===== config.mk =====
export PLATFORM = sky130hd
export DESIGN_NAME = dma_channel_arbiter
export DESIGN_NICKNAME = d
export VERILOG_FILES = /design/src/rtl/dma_channel_arbiter.sv
export SDC_FILE = /design/constraint.sdc
export NUM_CORES = 1
export LEC_CHECK = 0
export ABC_AREA = 1
export BUFFER_PORTS_ARGS = -buffer_cell sky130_fd_sc_hd__buf_4
export CAP_MARGIN = 5
export CELL_PAD_IN_SITES_DETAIL_PLACEMENT = 0
export CELL_PAD_IN_SITES_GLOBAL_PLACEMENT = 1
export CORE_AREA = 2 2 104 106
export CTS_CLUSTER_SIZE = 12
export DETAILED_ROUTE_END_ITERATION = 12
export DIE_AREA = 0 0 106 108
export PLACE_DENSITY = 0.74
export SYNTH_ARGS = -nofsm -noshare
export SYNTH_HDL_FRONTEND = slang
export SYNTH_SLANG_ARGS = --single-unit

===== constraint.sdc =====
create_clock -name i_clk -period 1.9 [get_ports i_clk]
set_input_delay 0.095 -clock i_clk [delete_from_list [all_inputs] [get_ports i_clk]]
set_output_delay 0.095 -clock i_clk [all_outputs]
set_load 0.1 [all_outputs]

===== src/rtl/dma_channel_arbiter.sv =====
// dma_channel_arbiter
//
// Picks which of the seven DMA channels (MDECin, MDECout, GPU, CDROM, SPU, PIO, OTC)
// owns the shared RAM bus. The choice uses the DPCR priority and master-enable fields.
// When chopping is enabled, the granted channel runs a burst of 2^dma_win words. The bus
// then goes back to the CPU for 2^cpu_win cycles before the channels are arbitrated again.
//
// Optional build macro: DMA_ARB_ROUND_ROBIN_EN
//   undefined : ties between equal priorities go to the highest channel index.
//   defined   : ties are broken round-robin from a last-grant pointer (reset value 6).
//
// Ports:
//   i_clk, i_nrst   clock and asynchronous active-low reset
//   i_req           per-channel request
//   i_master_en     DPCR per-channel master enable
//   i_priority      DPCR priority, 3 bits per channel, 0 is highest
//   i_chop_en       CHCR chopping enable per channel
//   i_dma_win       CHCR DMA window exponent per channel
//   i_cpu_win       CHCR CPU window exponent per channel
//   i_word_ack      granted channel moved one word this cycle
//   i_ch_done       granted channel finished its transfer
//   o_grant         registered one-hot grant
//   o_grant_id      binary id of the granted channel (valid while o_bus_dma)
//   o_bus_dma       DMA owns the bus
//   o_cpu_window    chopping CPU window in progress
module dma_channel_arbiter #(
    parameter int NCH   = 7,
    parameter int WIN_W = 3,
    parameter int CNT_W = 8
) (
    input  logic                 i_clk,
    input  logic                 i_nrst,
    input  logic [NCH-1:0]       i_req,
    input  logic [NCH-1:0]       i_master_en,
    input  logic [3*NCH-1:0]     i_priority,
    input  logic [NCH-1:0]       i_chop_en,
    input  logic [WIN_W*NCH-1:0] i_dma_win,
    input  logic [WIN_W*NCH-1:0] i_cpu_win,
    input  logic                 i_word_ack,
    input  logic                 i_ch_done,
    output logic [NCH-1:0]       o_grant,
    output logic [2:0]           o_grant_id,
    output logic                 o_bus_dma,
    output logic                 o_cpu_window
);

    typedef enum logic [1:0] {StIdle, StGrant, StCpuWin} state_e;

    state_e           state;
    logic [CNT_W-1:0] burst_cnt;
    logic [CNT_W-1:0] cpu_cnt;
    logic [NCH-1:0]   elig;
    logic [2:0]       win_id;

`ifdef DMA_ARB_ROUND_ROBIN_EN
    logic [2:0]       rr_ptr;
`endif

    assign elig      = i_req & i_master_en;
    assign o_bus_dma = |o_grant;

    // Winner selection: lowest priority value wins.
    always_comb begin : pick_winner
        logic [2:0] best_prio;
        logic       found;
        int         idx;
        win_id    = '0;
        best_prio = '1;
        found     = 1'b0;
        idx       = 0;
`ifdef DMA_ARB_ROUND_ROBIN_EN
        // Scan from the index just above the last grant. A strict '<' keeps the first
        // equal-priority channel in that order.
        for (int o = 1; o <= NCH; o++) begin
            idx = (int'(rr_ptr) + o) % NCH;
            if (elig[idx] && (!found || i_priority[3*idx +: 3] < best_prio)) begin
                found     = 1'b1;
                best_prio = i_priority[3*idx +: 3];
                win_id    = 3'(idx);
            end
        end
`else
        // Ascending scan. '<=' lets a later (higher) index take a tie.
        for (int k = 0; k < NCH; k++) begin
            if (elig[k] && (!found || i_priority[3*k +: 3] <= best_prio)) begin
                found     = 1'b1;
                best_prio = i_priority[3*k +: 3];
                win_id    = 3'(k);
            end
        end
`endif
    end

    // Fields of the currently granted channel, sampled live.
    logic             g_alive;
    logic             g_chop;
    logic [WIN_W-1:0] g_dma_win;
    logic [WIN_W-1:0] g_cpu_win;
    logic [CNT_W-1:0] burst_next;
    logic [CNT_W-1:0] dma_len;
    logic [CNT_W-1:0] cpu_len;

    assign g_alive    = i_req[o_grant_id] & i_master_en[o_grant_id];
    assign g_chop     = i_chop_en[o_grant_id];
    assign g_dma_win  = i_dma_win[WIN_W*o_grant_id +: WIN_W];
    assign g_cpu_win  = i_cpu_win[WIN_W*o_grant_id +: WIN_W];
    assign burst_next = burst_cnt + CNT_W'(1);
    assign dma_len    = CNT_W'(1) << g_dma_win;
    assign cpu_len    = CNT_W'(1) << g_cpu_win;

    always_ff @(posedge i_clk or negedge i_nrst) begin
        if (!i_nrst) begin
            state        <= StIdle;
            o_grant      <= '0;
            o_grant_id   <= '0;
            o_cpu_window <= 1'b0;
            burst_cnt    <= '0;
            cpu_cnt      <= '0;
`ifdef DMA_ARB_ROUND_ROBIN_EN
            rr_ptr       <= 3'd6;
`endif
        end else begin
            unique case (state)
                StIdle: begin
                    if (|elig) begin
                        o_grant    <= NCH'(1) << win_id;
                        o_grant_id <= win_id;
                        burst_cnt  <= '0;
                        state      <= StGrant;
`ifdef DMA_ARB_ROUND_ROBIN_EN
                        rr_ptr     <= win_id;
`endif
                    end
                end
                StGrant: begin
                    // Done and abort both drop the grant without a CPU window.
                    if (i_ch_done || !g_alive) begin
                        o_grant <= '0;
                        state   <= StIdle;
                    end else if (i_word_ack) begin
                        burst_cnt <= burst_next;
                        if (g_chop && burst_next == dma_len) begin
                            o_grant      <= '0;
                            cpu_cnt      <= cpu_len;
                            o_cpu_window <= 1'b1;
                            state        <= StCpuWin;
                        end
                    end
                end
                StCpuWin: begin
                    // The window is high while the count runs from cpu_len down to 1.
                    if (cpu_cnt == CNT_W'(1)) begin
                        cpu_cnt      <= '0;
                        o_cpu_window <= 1'b0;
                        state        <= StIdle;
                    end else begin
                        cpu_cnt <= cpu_cnt - CNT_W'(1);
                    end
                end
                default: state <= StIdle;
            endcase
        end
    end

endmodule


==> flow_metrics.tcl <==
set metrics [dict create \
    crit_end "o_grant[5]" \
    cts_tree "done" \
    ys_seq_area_share_pct 22.5 \
    min_path_type "input pin to asynchronous set/reset pin" \
    leakage_nw 2.97 \
    ys_types 35 \
    syn2layout_area_growth_pct 76.6 \
    synthFlopType "dfrtp_1" \
    start_kind "input pin" \
    pin_count 100 \
    dieArea_um2 11400 \
    yosys_warnings 0 \
    synth_fa_ha_area_share_pct 8.14 \
    fill_cells 986 \
    yosysTopAreaCellShare_pct 22.5 \
    vias_per_cell 4.83 \
    postPlaceCellArea_um2 4800 \
    wl_um 11300 \
    cts_buffer_depth 2 \
    die-height_um 108 \
    netlist_instances 513 \
    slew_violations 0 \
    vias 4167 \
    numPortBuffers 99 \
    root_buffer "clkbuf_8" \
    syn_area_um2 3230 \
    critPathLaunch "i_master_en[0]" \
    worst-path-max-fanout 7 \
    placed_cells 819 \
    synth_area_leaders "dfrtp_1 22%, nand2_1 16%, inv_1 8.6%, ha_1 8.1%, nand3_1 7.3%" \
    ir_drop_mv 0.712 \
    design_area_um2 5700 \
    ctsHtreeMaxLevel 2 \
    drtPass1Iterations 4 \
    wl_per_cell_um 13.1 \
    num_rows 37 \
    slew_headroom_pct 73.2 \
    clk-insertion-delay-late_ps 290 \
    critPathKind "input pin to flop" \
    netlist.top_cell.by_area "dfrtp_1" \
    slowest_delay_ps 300 \
    numCtsBuffers 5 \
    ant_nets 0 \
    place_hpwl_um 8630 \
    grt_first_pass_wirelength_um 18700 \
    clock_skew_ps 16.8 \
    synth.most_common_cell "nand2_1" \
    asyncSetResetFlopFracSynth_pct 100 \
    initial_utilization_pct 31.5 \
    finalWorstSetupSlack_ps -4110 \
    reg2reg_depth 18 \
    synth-simple-area-share_pct 38.3 \
    synthTopCellsByCount "139 x nand2_1, 74 x inv_1, 47 x nand3_1" \
    clk_pin_slew_ps 80 \
    violations "negative setup slack" \
    r2r-start "o_grant_id[0]" \
    fin_crit_sh_pct 317 \
    clkSinkCount 29 \
    die_width_um 106 \
    grt_antenna_before_repair 0 \
    synth-edff-count 0 \
    nets 834 \
    status "finished with violations" \
    crit_arrival_ps 6220 \
    place_congestion 0.872 \
    synth_compound_area_share_pct 17.4 \
    diodes 0 \
    syn_avg_cell_area_um2 6.29 \
    grt_use_total_pct 19.6 \
    muxShareOfSynthArea_pct 0 \
    worstPathRequired_ps 2100 \
    drive_gt1_share_pct 52.1 \
    rsz0062_at_grt "yes" \
    hold_violations 0 \
    grt_pass1_vias 4229 \
    first_iter_violations 113 \
    synth-xor-area-share_pct 2.17 \
    maxCapViolCount 0 \
    final-seq-area_um2 734 \
    core_um2 10200 \
    ys_seq_elements 29 \
    synth_top_family_by_area "simple AND/OR/NAND/NOR gates" \
    worstReg2RegEnd "cpu_cnt[5]" \
    multi_input_area_um2 2700 \
    fmax_mhz 166 \
    post-route-min-period_ps 6010 \
    syn_nets 622 \
    drcViolationCount 0 \
    cellPowerDensity_nw_per_um2 1300 \
    finalNonFillerCells 862 \
    r2r_slack_ps -420 \
    setup_violations 29 \
    whs_ps 263 \
    end_kind "flop" \
    overflow 0 \
    tightest_slew_ps 402 \
    crit_slowest_cell "ha_1" \
    power.total_mw 7.42 \
    grt_max_degree 30 \
    crit_path_frequent_cell "nand2_2" \
]
[layout by cell type, fill, tap and decap left out, types with 6 or more instances in the layout]
cell        n
buf_8       6
o21ai_0    18
buf_6       8
nand3_2    24
clkbuf_8    6
buf_4     197
inv_1      68
nor2_2      7
ha_1       16
nor2_1     32
nand3_1    27
o22ai_1    10
o21ai_2    20
nand2_2    53
nand2_1    93
o21ai_1    17
nand2_4    11
a21oi_1     7
dfrtp_1    26
nor2_4      8
[how the worst min path moves through the flow]
| stage | startpoint | endpoint | slack (ps) |
|---|---|---|---|
| finish | i_nrst | burst_cnt[0] | 260 |
| global route | i_nrst | burst_cnt[1] | 300 |
| CTS | i_word_ack | o_cpu_window | 270 |
| detailed placement | i_nrst | burst_cnt[1] | 60 |
| global placement | i_nrst | burst_cnt[1] | 50 |
| floorplan | i_nrst | burst_cnt[0] | -200 |
[what timing repair did]
action,CTS,global route
setup buffers,20,16
cloned,1,1
pin swaps,53,45
endpoints found under the setup margin,29,29
gates resized for setup,76,73
hold endpoints to repair,29,0
hold buffers,1,0
[through the flow]
step,utilization [%],setup TNS (ps),setup slack (ps)
after CTS,52.1,-43270,-3940
after floorplan,-,-43600,-4050
after detailed placement,46.9,-50820,-4630
final,55.7,-45790,-4110
after global placement,46.9,-47460,-4340
after global routing,55.7,-52530,-4510
[layer usage]
metal	vias to the layer above	GRT usage, %	part of all wire [%]
li1	2108	-	-
met1	1955	23.6	42
met2	83	36.8	52
met3	21	2.65	3.8
met4	0	4.98	1.7
met5	-	0	0
[kinds of logic after synthesis]
kind of cell               after synthesis
and+or+nand+nor                        272
AOI/OAI and AO/OA                       96
buffers and inverters                   87
DFF                                     29
adders and majority gates               21
xor gates and xnor gates                 8
[report_power, final]
group | switching [mW] | total [mW] | internal [mW]
Sequential | 0.194 | 1.01 | 0.814
Combinational | 3.64 | 5.88 | 2.24
Clock | 0.244 | 0.539 | 0.295
Total | 4.08 | 7.42 | 3.35
[layout make-up]
class	instances	area share, %
Inverter	77	5.42
Timing Repair inverter	1	0.110
Sequential cell	29	12.9
Clock buffer	8	1.58
Timing Repair Buffer	213	29.6
Tap cell	136	2.99
Multi-Input combinational cell	398	47.4
[registers in the layout, indices dropped and copies added, names as in the netlist]
name / cells
burst_cnt: 8
cpu_cnt: 8
o_grant: 7
o_grant_id: 3
state: 2
o_cpu_window: 1
[worst max-delay path: cells and delay by family]
kind | cells | cell delay, ps
and+or+nand+nor | 21 | 2180
AOI/OAI and AO/OA | 16 | 2100
buffers and inverters | 5 | 350
adders and majority gates | 6 | 1460
(Power assumes the default switching activity.)
